$ cat src/rtl/processing_tx_pkg.sv
// processing_tx_pkg: FSM states, BMP size-field location and beat arithmetic
// shared by the processed-word transmitter.
package processing_tx_pkg;

    typedef enum logic [2:0] {
        IDLE,
        HDR,
        BODY,
        DRAIN,
        DONE
    } tx_state_t;

    localparam int BMP_SIZE_OFS   = 2;
    localparam int BMP_SIZE_BYTES = 4;

    function automatic int unsigned hdr_beats(
        input int unsigned d_width,
        input int unsigned header_size = 14
    );
        return header_size * 32 / d_width;
    endfunction

    // ceil(size*8/d_width) == ceil(size/bytes_per_word): fits in 33 bits
    function automatic logic [32:0] beats_for_size(
        input logic [31:0] size,
        input int unsigned d_width
    );
        logic [32:0] s33;
        s33 = {1'b0, size};
        if (d_width == 64)
            return (s33 + 33'd7) >> 3;
        return (s33 + 33'd3) >> 2;
    endfunction

endpackage

$ cat src/rtl/processing_tx_if.sv
// processing_tx_if: valid/ready master bus carrying processed words
// out of the transmitter.
interface processing_tx_if #(
    parameter int D_WIDTH = 32
);

    logic [D_WIDTH-1:0] mstr_data;
    logic               mstr_valid;
    logic               mstr_ready;

    modport master (
        output mstr_data,
        output mstr_valid,
        input  mstr_ready
    );

    modport slave (
        input  mstr_data,
        input  mstr_valid,
        output mstr_ready
    );

endinterface

$ cat src/rtl/processing_tx_skid_buf.sv
// tx_skid_buf: 2-entry output buffer that absorbs the one-cycle FIFO
// read latency and grants pop credit only when a slot is guaranteed.
module tx_skid_buf #(
    parameter int D_WIDTH = 32
) (
    input  logic               clk,
    input  logic               rst,
    input  logic               pop_i,
    input  logic [D_WIDTH-1:0] in_data_i,
    input  logic               out_ready_i,
    output logic [D_WIDTH-1:0] out_data_o,
    output logic               out_valid_o,
    output logic               credit_o,
    output logic               rvalid_o,
    output logic               drained_o
);

    logic [D_WIDTH-1:0] mem_q [2];
    logic [D_WIDTH-1:0] mem_d [2];
    logic [1:0]         cnt_q, cnt_d;
    logic               head_q, head_d;
    logic               infl_q, infl_d;
    logic               enq, deq;

    always_comb begin
        mem_d  = mem_q;
        cnt_d  = cnt_q;
        head_d = head_q;
        infl_d = pop_i;
        enq    = infl_q;
        deq    = (cnt_q != 2'd0) && out_ready_i;
        // tail slot is head+cnt; when full and dequeuing it reuses head
        if (enq)
            mem_d[head_q ^ cnt_q[0]] = in_data_i;
        if (deq)
            head_d = ~head_q;
        unique case ({enq, deq})
            2'b10:   cnt_d = cnt_q + 2'd1;
            2'b01:   cnt_d = cnt_q - 2'd1;
            default: cnt_d = cnt_q;
        endcase
    end

    always_ff @(posedge clk) begin
        if (rst) begin
            mem_q  <= '{default: '0};
            cnt_q  <= 2'd0;
            head_q <= 1'b0;
            infl_q <= 1'b0;
        end else begin
            mem_q  <= mem_d;
            cnt_q  <= cnt_d;
            head_q <= head_d;
            infl_q <= infl_d;
        end
    end

    assign out_data_o  = mem_q[head_q];
    assign out_valid_o = cnt_q != 2'd0;
    assign rvalid_o    = infl_q;
    assign credit_o    = ({1'b0, cnt_q} + {2'b0, infl_q})
                         < (3'd2 + {2'b0, deq});
    assign drained_o   = !infl_q
                         && ((cnt_q == 2'd0)
                             || ((cnt_q == 2'd1) && out_ready_i));

endmodule

$ cat src/rtl/processing_tx.sv
// processing_tx: drains the processed-word FIFO onto a valid/ready bus,
// parsing the BMP size field for the beat count. Option: TX_STALL_CNT_EN.
module processing_tx
    import processing_tx_pkg::*;
#(
    parameter int D_WIDTH     = 32,
    parameter int HEADER_SIZE = 14,
    parameter int SIZE_MIN    = 54
) (
    input  logic               clk,
    input  logic               rst,
    input  logic [D_WIDTH-1:0] fifo_rdata,
    input  logic               fifo_empty,
    output logic               fifo_rd,
    processing_tx_if.master    mstr,
    output logic               mstr_data_cmplt,
    output logic               mstr_err,
    output logic               tx_busy
`ifdef TX_STALL_CNT_EN
    ,
    output logic [15:0]        tx_stall_cnt
`endif
);

    localparam int          W    = D_WIDTH / 8;
    localparam int unsigned HB   = hdr_beats(D_WIDTH, HEADER_SIZE);
    localparam logic [31:0] HB32 = 32'(HB);
    localparam logic [32:0] HB33 = 33'(HB);

    tx_state_t   state_q, state_d;
    logic [31:0] pop_cnt_q, pop_cnt_d;
    logic [32:0] n_q, n_d;
    logic [31:0] size_q, size_d;
    logic [1:0]  rx_idx_q, rx_idx_d;
    logic        err_q, err_d;
    logic        busy_q, busy_d;
    logic [32:0] limit;
    logic        pop, start;
    logic        credit, rvalid, drained, buf_valid;

    tx_skid_buf #(
        .D_WIDTH (D_WIDTH)
    ) u_skid (
        .clk         (clk),
        .rst         (rst),
        .pop_i       (pop),
        .in_data_i   (fifo_rdata),
        .out_ready_i (mstr.mstr_ready),
        .out_data_o  (mstr.mstr_data),
        .out_valid_o (buf_valid),
        .credit_o    (credit),
        .rvalid_o    (rvalid),
        .drained_o   (drained)
    );

    always_comb begin
        state_d   = state_q;
        pop_cnt_d = pop_cnt_q;
        n_d       = n_q;
        size_d    = size_q;
        rx_idx_d  = rx_idx_q;
        err_d     = err_q;
        busy_d    = busy_q;
        start     = 1'b0;
        // size is unknown until the header is through: cap at HDR_BEATS
        limit = (state_q == HDR) ? HB33 : n_q;
        pop   = !rst && !fifo_empty && credit
                && ((state_q == HDR) || (state_q == BODY))
                && ({1'b0, pop_cnt_q} < limit);
        if (pop)
            pop_cnt_d = pop_cnt_q + 32'd1;
        if (rvalid) begin
            for (int k = 0; k < BMP_SIZE_BYTES; k++) begin
                if (rx_idx_q == 2'((BMP_SIZE_OFS + k) / W))
                    size_d[8*k +: 8] =
                        fifo_rdata[8*((BMP_SIZE_OFS + k) % W) +: 8];
            end
            if (rx_idx_q != 2'd3)
                rx_idx_d = rx_idx_q + 2'd1;
        end
        unique case (state_q)
            IDLE: begin
                if (!fifo_empty)
                    start = 1'b1;
            end
            HDR: begin
                if (pop_cnt_d == HB32) begin
                    state_d = BODY;
                    if (size_q < 32'(SIZE_MIN)) begin
                        err_d = 1'b1;
                        n_d   = HB33;
                    end else begin
                        n_d = beats_for_size(size_q, D_WIDTH);
                    end
                end
            end
            BODY: begin
                if ({1'b0, pop_cnt_d} >= n_q)
                    state_d = DRAIN;
            end
            DRAIN: begin
                if (drained) begin
                    state_d = DONE;
                    busy_d  = 1'b0;
                end
            end
            DONE: begin
                state_d = IDLE;
                if (!fifo_empty)
                    start = 1'b1;
            end
            default: state_d = IDLE;
        endcase
        if (start) begin
            state_d   = HDR;
            err_d     = 1'b0;
            busy_d    = 1'b1;
            pop_cnt_d = 32'd0;
            n_d       = 33'd0;
            size_d    = 32'd0;
            rx_idx_d  = 2'd0;
        end
    end

    always_ff @(posedge clk) begin
        if (rst) begin
            state_q   <= IDLE;
            pop_cnt_q <= 32'd0;
            n_q       <= 33'd0;
            size_q    <= 32'd0;
            rx_idx_q  <= 2'd0;
            err_q     <= 1'b0;
            busy_q    <= 1'b0;
        end else begin
            state_q   <= state_d;
            pop_cnt_q <= pop_cnt_d;
            n_q       <= n_d;
            size_q    <= size_d;
            rx_idx_q  <= rx_idx_d;
            err_q     <= err_d;
            busy_q    <= busy_d;
        end
    end

    assign fifo_rd         = pop;
    assign mstr.mstr_valid = buf_valid;
    assign mstr_data_cmplt = state_q == DONE;
    assign mstr_err        = err_q;
    assign tx_busy         = busy_q;

`ifdef TX_STALL_CNT_EN
    logic [15:0] stall_cnt_q, stall_cnt_d;

    always_comb begin
        stall_cnt_d = stall_cnt_q;
        if (start)
            stall_cnt_d = 16'd0;
        else if (buf_valid && !mstr.mstr_ready
                 && (stall_cnt_q != 16'hFFFF))
            stall_cnt_d = stall_cnt_q + 16'd1;
    end

    always_ff @(posedge clk) begin
        if (rst)
            stall_cnt_q <= 16'd0;
        else
            stall_cnt_q <= stall_cnt_d;
    end

    assign tx_stall_cnt = stall_cnt_q;
`endif

endmodule

$ cat src/flat_wrapper.sv
// flat-port wrapper written by rule: the top's interface ports become plain ports
module processing_tx_flat import processing_tx_pkg::*;
#(
    parameter int D_WIDTH     = 32,
    parameter int HEADER_SIZE = 14,
    parameter int SIZE_MIN    = 54
)
  (clk, rst, fifo_rdata, fifo_empty, fifo_rd, mstr_data_cmplt, mstr_err, tx_busy, mstr_mstr_data, mstr_mstr_valid, mstr_mstr_ready);
  processing_tx_if #(.D_WIDTH(D_WIDTH)) mstr_i ();
  input  logic clk;
  input  logic rst;
  input  logic [D_WIDTH-1:0] fifo_rdata;
  input  logic fifo_empty;
  output logic fifo_rd;
  output logic mstr_data_cmplt;
  output logic mstr_err;
  output logic tx_busy;
  output wire logic [$bits(mstr_i.mstr_data)-1:0] mstr_mstr_data;
  output wire logic [$bits(mstr_i.mstr_valid)-1:0] mstr_mstr_valid;
  input wire logic [$bits(mstr_i.mstr_ready)-1:0] mstr_mstr_ready;
  assign mstr_mstr_data = mstr_i.mstr_data;
  assign mstr_mstr_valid = mstr_i.mstr_valid;
  assign mstr_i.mstr_ready = mstr_mstr_ready;
  processing_tx #(.D_WIDTH(D_WIDTH), .HEADER_SIZE(HEADER_SIZE), .SIZE_MIN(SIZE_MIN)) u_core (.clk(clk), .rst(rst), .fifo_rdata(fifo_rdata), .fifo_empty(fifo_empty), .fifo_rd(fifo_rd), .mstr(mstr_i), .mstr_data_cmplt(mstr_data_cmplt), .mstr_err(mstr_err), .tx_busy(tx_busy));
endmodule
$ cat config.mk
export PLATFORM = sky130hd
export DESIGN_NAME = processing_tx_flat
export DESIGN_NICKNAME = d
export VERILOG_FILES = /design/src/rtl/processing_tx_pkg.sv /design/src/rtl/processing_tx_if.sv /design/src/rtl/processing_tx_skid_buf.sv /design/src/rtl/processing_tx.sv /design/src/flat_wrapper.sv
export SDC_FILE = /design/constraint.sdc
export NUM_CORES = 1
export LEC_CHECK = 0
export CAP_MARGIN = 20
export CORE_ASPECT_RATIO = 0.75
export CORE_MARGIN = 2
export CORE_UTILIZATION = 61
export CTS_BUF_LIST = sky130_fd_sc_hd__clkbuf_4 sky130_fd_sc_hd__clkbuf_8
export CTS_CLUSTER_DIAMETER = 50
export CTS_CLUSTER_SIZE = 20
export DETAILED_ROUTE_END_ITERATION = 6
export PLACE_DENSITY = 0.83
export SLEW_MARGIN = 25
export SYNTH_ARGS = -nofsm -noshare
export SYNTH_HDL_FRONTEND = slang
export SYNTH_SLANG_ARGS = --single-unit
$ cat constraint.sdc
create_clock -name clk -period 6.25 [get_ports clk]
set_input_delay 1.5625 -clock clk [delete_from_list [all_inputs] [get_ports clk]]
set_output_delay 1.5625 -clock clk [all_outputs]
set_load 0.1 [all_outputs]
==> Yosys cells after proc, flatten, opt, wreduce, memory -nomap -nowiden <==
Index checks and enable logic that the tools add are counted.
{ "word_totals": {"ff_bits": 172, "out_inout_bits": 37} }
{ "classes": {"n_addsub": 7, "n_lt_le_gt_ge": 7, "n_eq_ne": 17, "muxes": 20, "bitwise_logic": 5, "reduce_logical": 30} }
{ "ops": {"columns": ["op", "n"], "rows": [
  ["32-bit two-way mux", 5],
  ["64-bit bitwise mux", 1],
  ["32-bit by 2-bit adder with 33-bit output, second input constant", 1],
  ["32-bit by 33-bit >= comparator with 1-bit output", 1],
  ["32-bit by 33-bit less-than comparator with 1-bit output", 1],
  ["33-bit two-way mux", 1],
  ["32-bit by 1-bit adder with 32-bit output, second input constant", 1],
  ["32-bit demux with 1-bit select", 1],
  ["32-bit by 4-bit == test with 1-bit output, second input constant", 1],
  ["32-bit by 6-bit less-than comparator with 1-bit output, second input constant", 1],
  ["31-bit two-way mux", 1],
  ["3-bit case mux with 4 select lines", 1],
  ["2-bit AND reduction", 5],
  ["3-bit two-way mux", 3],
  ["1-bit logical AND", 8],
  ["4-bit AND reduction", 2],
  ["2-bit nonzero test", 4],
  ["2-bit by 1-bit == test with 1-bit output, second input constant", 3],
  ["3-bit by 2-bit == test with 1-bit output, second input constant", 2],
  ["1-bit two-way mux", 6],
  ["2-bit inequality test, second input constant", 3],
  ["3-bit by 2-bit inequality test with 1-bit output, second input constant", 2],
  ["2-bit by 1-bit adder with 2-bit output, second input constant", 2],
  ["2-bit >= comparator, second input constant", 2],
  ["other kinds (20)", 28]
]} }

==> Logic depth before layout (Yosys ltp) <==
{ "logic_depth": {"word_depth": 12, "depth_mapped": 26, "ltp_nobuf": 23} }

==> By module <==
Synthesis repeated with hierarchy kept, for this count alone.
{ "hier_totals": {"hier_cells": 1264, "area_unflattened_um2": 10060.9} }
{ "by_module_without_submodules": {"columns": ["module", "instances", "cells_per_inst", "area_each_um2", "seq_area_each_um2"], "rows": [
  ["processing_tx", 1, 910, 7036.7, 2042.0],
  ["tx_skid_buf", 1, 354, 3024.2, 1361.3]
]} }

==> Least setup slack after synthesis <==
No wires, ideal clock.
{ "synth_timing": {"kind": "input port to flip-flop", "start": "in rst", "end": "reg u_core.state_q[0]", "t_arrival_ns": 5.582, "t_required_ns": 6.116, "setup_slack_ns": 0.534, "cell_stages": 21, "n_path_buf": 3, "path_cell_list": "clkbuf_1 -> nor4_1 -> o2111ai_1 -> nor2b_1 -> and4_4 -> buf_6 -> nand2_4 -> inv_2 -> clkbuf_1 -> nand2_1 -> xnor2_1 -> ha_1 -> o21ai_0 -> a21oi_1 -> nor3_1 -> o21ai_0 -> and3_1 -> o31ai_1 -> nand3_1 -> a221oi_1 -> a211oi_1"} }
{ "synth_via": {"elab_chain_cells": 9} }
{ "synth_lines": {"columns": ["item", "line_no", "source"], "rows": [
  ["from (decl)", "flat_wrapper.sv:11", "input logic rst;"],
  ["1-bit logical NOT (*)", "processing_tx.sv:67", "pop = !rst && !fifo_empty && credit"],
  ["1-bit logical AND (*) (2 in a row)", "processing_tx.sv:67", null],
  ["1-bit logical AND (*)", "processing_tx.sv:68", "&& ((state_q == HDR) || (state_q == BODY))"],
  ["1-bit logical AND (*)", "processing_tx.sv:69", "&& ({1'b0, pop_cnt_q} < limit);"],
  ["net fifo_rd", "flat_wrapper.sv:14", "output logic fifo_rd;"],
  ["32-bit two-way mux (*)", "processing_tx.sv:70", "if (pop)"],
  ["32-bit by 33-bit >= comparator with 1-bit output / 32-bit by 4-bit == test with 1-bit output (equally long branches)", "processing_tx.sv:98, processing_tx.sv:87", null],
  ["3-bit by 2-bit inequality test with 1-bit output (no source line)", null, null],
  ["4-bit AND reduction (no source line) (*)", null, null],
  ["to (signal assigned)", "processing_tx.sv:135", "state_q <= state_d;"],
  ["to (decl)", "processing_tx.sv:30", "tx_state_t state_q, state_d;"]
]} }
Mark *: on every way through the listed nets, which the timed path passes. The rest lies on a longest branch.
A chain may end at the register's enable or synchronous reset.

==> Final worst setup path <==
{ "layout_timing": {"start": "in fifo_empty", "end": "reg u_core.state_q[0]"} }
{ "layout_via": {"elab_chain_cells": 9} }
{ "layout_lines": {"columns": ["item", "line_no", "source"], "rows": [
  ["from (decl)", "flat_wrapper.sv:13", "input logic fifo_empty;"],
  ["1-bit logical NOT", "processing_tx.sv:67", null],
  ["1-bit logical AND (2 in a row)", "processing_tx.sv:67", null],
  ["1-bit logical AND", "processing_tx.sv:68", null],
  ["1-bit logical AND", "processing_tx.sv:69", null],
  ["32-bit two-way mux", "processing_tx.sv:70", null],
  ["32-bit by 33-bit >= comparator with 1-bit output / 32-bit by 4-bit == test with 1-bit output (equally long branches)", "processing_tx.sv:98, processing_tx.sv:87", null],
  ["3-bit by 2-bit inequality test with 1-bit output (no source line)", null, null],
  ["4-bit AND reduction (no source line)", null, null]
]} }
Several ways; a longest one is shown, not always the timed one.

==> summary.txt <==
Global routing
  – Vias in the first global route: 8,499
  – GR Overflow Total: 0
  – Largest net degree at the start of global routing: 94
  – Initial antenna violation count: 0
  – First-pass GRT wire length: 41.6 mm
  – Global-route usage over all layers: 0.304

Cells and area
  – Layout cells sized above 1: 0.0804
  – Most common cell after layout, fill and taps aside: nand2_1
  – Nets: 1,425
  – Footprint of the multi-input gates: 0.00598 mm2
  – Fillers: 1,261
  – P&R area growth vs syn: 13.3%
  – Register area: 0.00340 mm2
  – Ant. Diodes: 0
  – Most frequent cells in the layout: nand2_1, dfxtp_1, a21oi_1, ha_1, clkdlybuf4s50_1

Worst setup path
  – Crit end category: flip-flop
  – CP max-delay cell: nor4_1
  – Startpoint Class: primary input
  – Delay of the slowest critical-path stage: 610 ps
  – WP data arrival: 5990 ps
  – CP max FO: 5
  – Cells along the critical path: clkdlybuf4s50_1 -> nor4_1 -> o2111ai_1 -> nor3b_2 -> nand2_1 -> nor4_1 -> nand3_1 -> xnor2_1 -> ha_1 -> a21oi_1 -> o21ai_0 -> a2111oi_0 -> o21ai_0 -> and3_1 -> o31ai_1 -> nand3_1 -> a221oi_1 -> a211oi_1
  – CP Data Required Time: 6570 ps
  – Crit path buffers/inverters: 1
  – Crit Path Class: in2reg
  – Delay-heaviest family, CP: simple AND/OR/NAND/NOR gates

Floorplanning
  – IO Count: 73
  – Core footprint: 0.0159 mm2
  – Starting Density: 0.620
  – Die width: 151 um
  – Die area: 0.0172 mm2
  – Std-Cell Rows: 40
  – Die height: 114 um

Yosys
  – Mapped Nets: 1,380
  – Cells taking the most area after synthesis: dfxtp_1, nand2_1, ha_1
  – Cell taking the most area after synthesis: dfxtp_1
  – Share of the synthesized area in the top cell type: 0.345
  – EDFF count, synth: 0
  – Yosys cell types: 64
  – Synthesized flop and latch total: 170
  – Cells after synthesis: 1,274
  – Ys Warns: 0
  – Top_reg_cell synth: dfxtp_1
  – Mapped Area: 0.00986 mm2
  – Ys async rst share: 0
  – Syn_area_per_cell: 7.74 um2
  – Sequential share of the synthesized area: 0.345

Min path
  – Min-delay worst type: reg2reg

Timing
  – Minimum clock period: 5670 ps
  – Final setup violating endpoints: 0
  – Final Cycle Share: 0.908
  – Worst slew pin tran: 1050 ps
  – Clock Skew: 14.4 ps
  – RSZ-0062 raised after global routing: false
  – Setup TNS: 0 ps
  – Final Max Slew Viols: 0
  – Final hold vios: 0
  – Slew headroom: 0.297
  – Max Clock Freq: 176 MHz

Route
  – Vias: 9,017
  – Drt wl/cell: 16.4 um
  – 1st-iter DRT viols: 746
  – Antenna Nets Post-Route: 0
  – Drc violations: 0
  – Routed WL: 25.3 mm
  – Vias per cell: 5.85
  – First-pass DRT Iterations: 6

CTS
  – Cts bufs inserted: 17
  – Htree depth: 4
  – Clk slew on worst S/H paths: 90 ps
  – Hold_buf cts: 0
  – Clock Tree Buf Depth: 2
  – Root buf cell: clkbuf_8
  – CTS sink count: 170
  – Clk_lat worst skew: 470 ps
  – Total setup buffers inserted after CTS: 0
  – CTS tree: built

Placement
  – Port buffer count: 72
  – Routability Congestion: 0.969
  – DP HPWL: 18.9 mm

Pwr
  – Total power: 2.36 mW
  – Worst VDD drop: 0.160 mV
  – Power per cell area: 211 mW/mm2
  – Pleak: 4.29 nW

Outcome
  – Status: completed

Run
  – Number of max-cap violations: 0
[per-stage QoR]
stage / utilization / area [um2] / hold slack [ps] / worst slack (ps) / instances
detailed placement: 0.674 / 10700 / 443 / 148 / 1510
finish: 0.702 / 11200 / 459 / 578 / 1541
global placement: 0.674 / 10700 / 438 / 227 / 1510
floorplan: - / 9860 / 433 / 534 / 1274
global route: 0.702 / 11200 / 475 / 8.62 / 1541
CTS: 0.702 / 11200 / 457 / 545 / 1541
[worst register-to-register path: cells and delay by family (launching register included)]
| family | cells | cell delay, ps |
|---|---|---|
| adders and majority gates | 2 | 510 |
| and+or+nand+nor | 8 | 2220 |
| xor gates and xnor gates | 1 | 210 |
| AOI/OAI and AO/OA | 9 | 1790 |
| buffers and inverters | 2 | 380 |
| DFF | 1 | 380 |
[final timing paths]
path / from / end / slack [ps] / cells after the start
max: fifo_empty / u_core.state_q[0]$_SDFFE_PP0P_ / 580 / 18
min reg2reg: u_core.u_skid.mem_q[15]$_SDFFE_PP0P_ / u_core.u_skid.mem_q[15]$_SDFFE_PP0P_ / 460 / 2
max reg2reg: u_core.state_q[2]$_SDFFE_PP0P_ / u_core.state_q[0]$_SDFFE_PP0P_ / 590 / 22
min: u_core.u_skid.mem_q[15]$_SDFFE_PP0P_ / u_core.u_skid.mem_q[15]$_SDFFE_PP0P_ / 460 / 2
[cell usage after synthesis, drive strengths merged, types with 4 or more instances]
| master | count |
|---|---|
| and4 | 6 |
| nor4 | 23 |
| or4 | 5 |
| nand2 | 333 |
| nand4b | 4 |
| or3 | 5 |
| a22oi | 4 |
| o21ai | 25 |
| nand3 | 31 |
| buf | 12 |
| nand2b | 5 |
| mux2i | 34 |
| nor3 | 16 |
| ha | 70 |
| xnor2 | 43 |
| mux2 | 33 |
| a21oi | 128 |
| dfxtp | 170 |
| inv | 54 |
| nand4 | 32 |
| and2 | 34 |
| nor2 | 64 |
| a211oi | 4 |
| or2 | 8 |
| nor2b | 5 |
| nor3b | 4 |
| and3 | 11 |
| clkbuf | 54 |
| xor2 | 22 |
[final cells by class]
| class | instances | area share |
|---|---|---|
| multi-input cells | 984 | 0.536 |
| flip-flops and latches | 170 | 0.305 |
| repair buffers | 92 | 0.0784 |
| well taps | 210 | 0.0235 |
| clock buffers | 17 | 0.0209 |
| clock inverters | 14 | 0.0188 |
| inverters | 54 | 0.0181 |
[what timing repair did]
item / in CTS / in global routing
endpoints found under the setup margin: 0 / 1
gates resized for setup: 0 / 1
endpoints found under the hold margin: 0 / 0
[cells by family (layout without fill, tap and decap cells)]
kind of cell	count (synthesis)	count (layout)	share of synthesized area
and+or+nand+nor	589	589	0.275
AOI/OAI and AO/OA	193	193	0.111
DFF	170	170	0.345
buffers and inverters	120	177	0.0496
adders and majority gates	70	70	0.0888
muxes	67	67	0.0722
xor gates and xnor gates	65	65	0.0577
[metal layers]
layer,track usage,share of wire
met5,0,0
met4,0.0710,0.0093
met1,0.431,0.47
met2,0.474,0.44
met3,0.0697,0.078
[sequential cells by signal, indices dropped and copies added, names as in the netlist]
register                flops
u_core.u_skid.head_q        1
u_core.u_skid.rvalid_o      1
u_core.state_q              3
u_core.u_skid.cnt_q         2
u_core.mstr_err             1
u_core.u_skid.mem_q        64
u_core.size_q              32
u_core.tx_busy              1
u_core.pop_cnt_q           32
u_core.n_q                 31
u_core.rx_idx_q             2
[report_power, final]
part / total [mW] / switching [mW] / internal (mW)
Sequential: 1.12 / 0.0158 / 1.10
Clock: 0.858 / 0.445 / 0.413
Combinational: 0.383 / 0.259 / 0.124
Power figures use the tool's default switching activity.
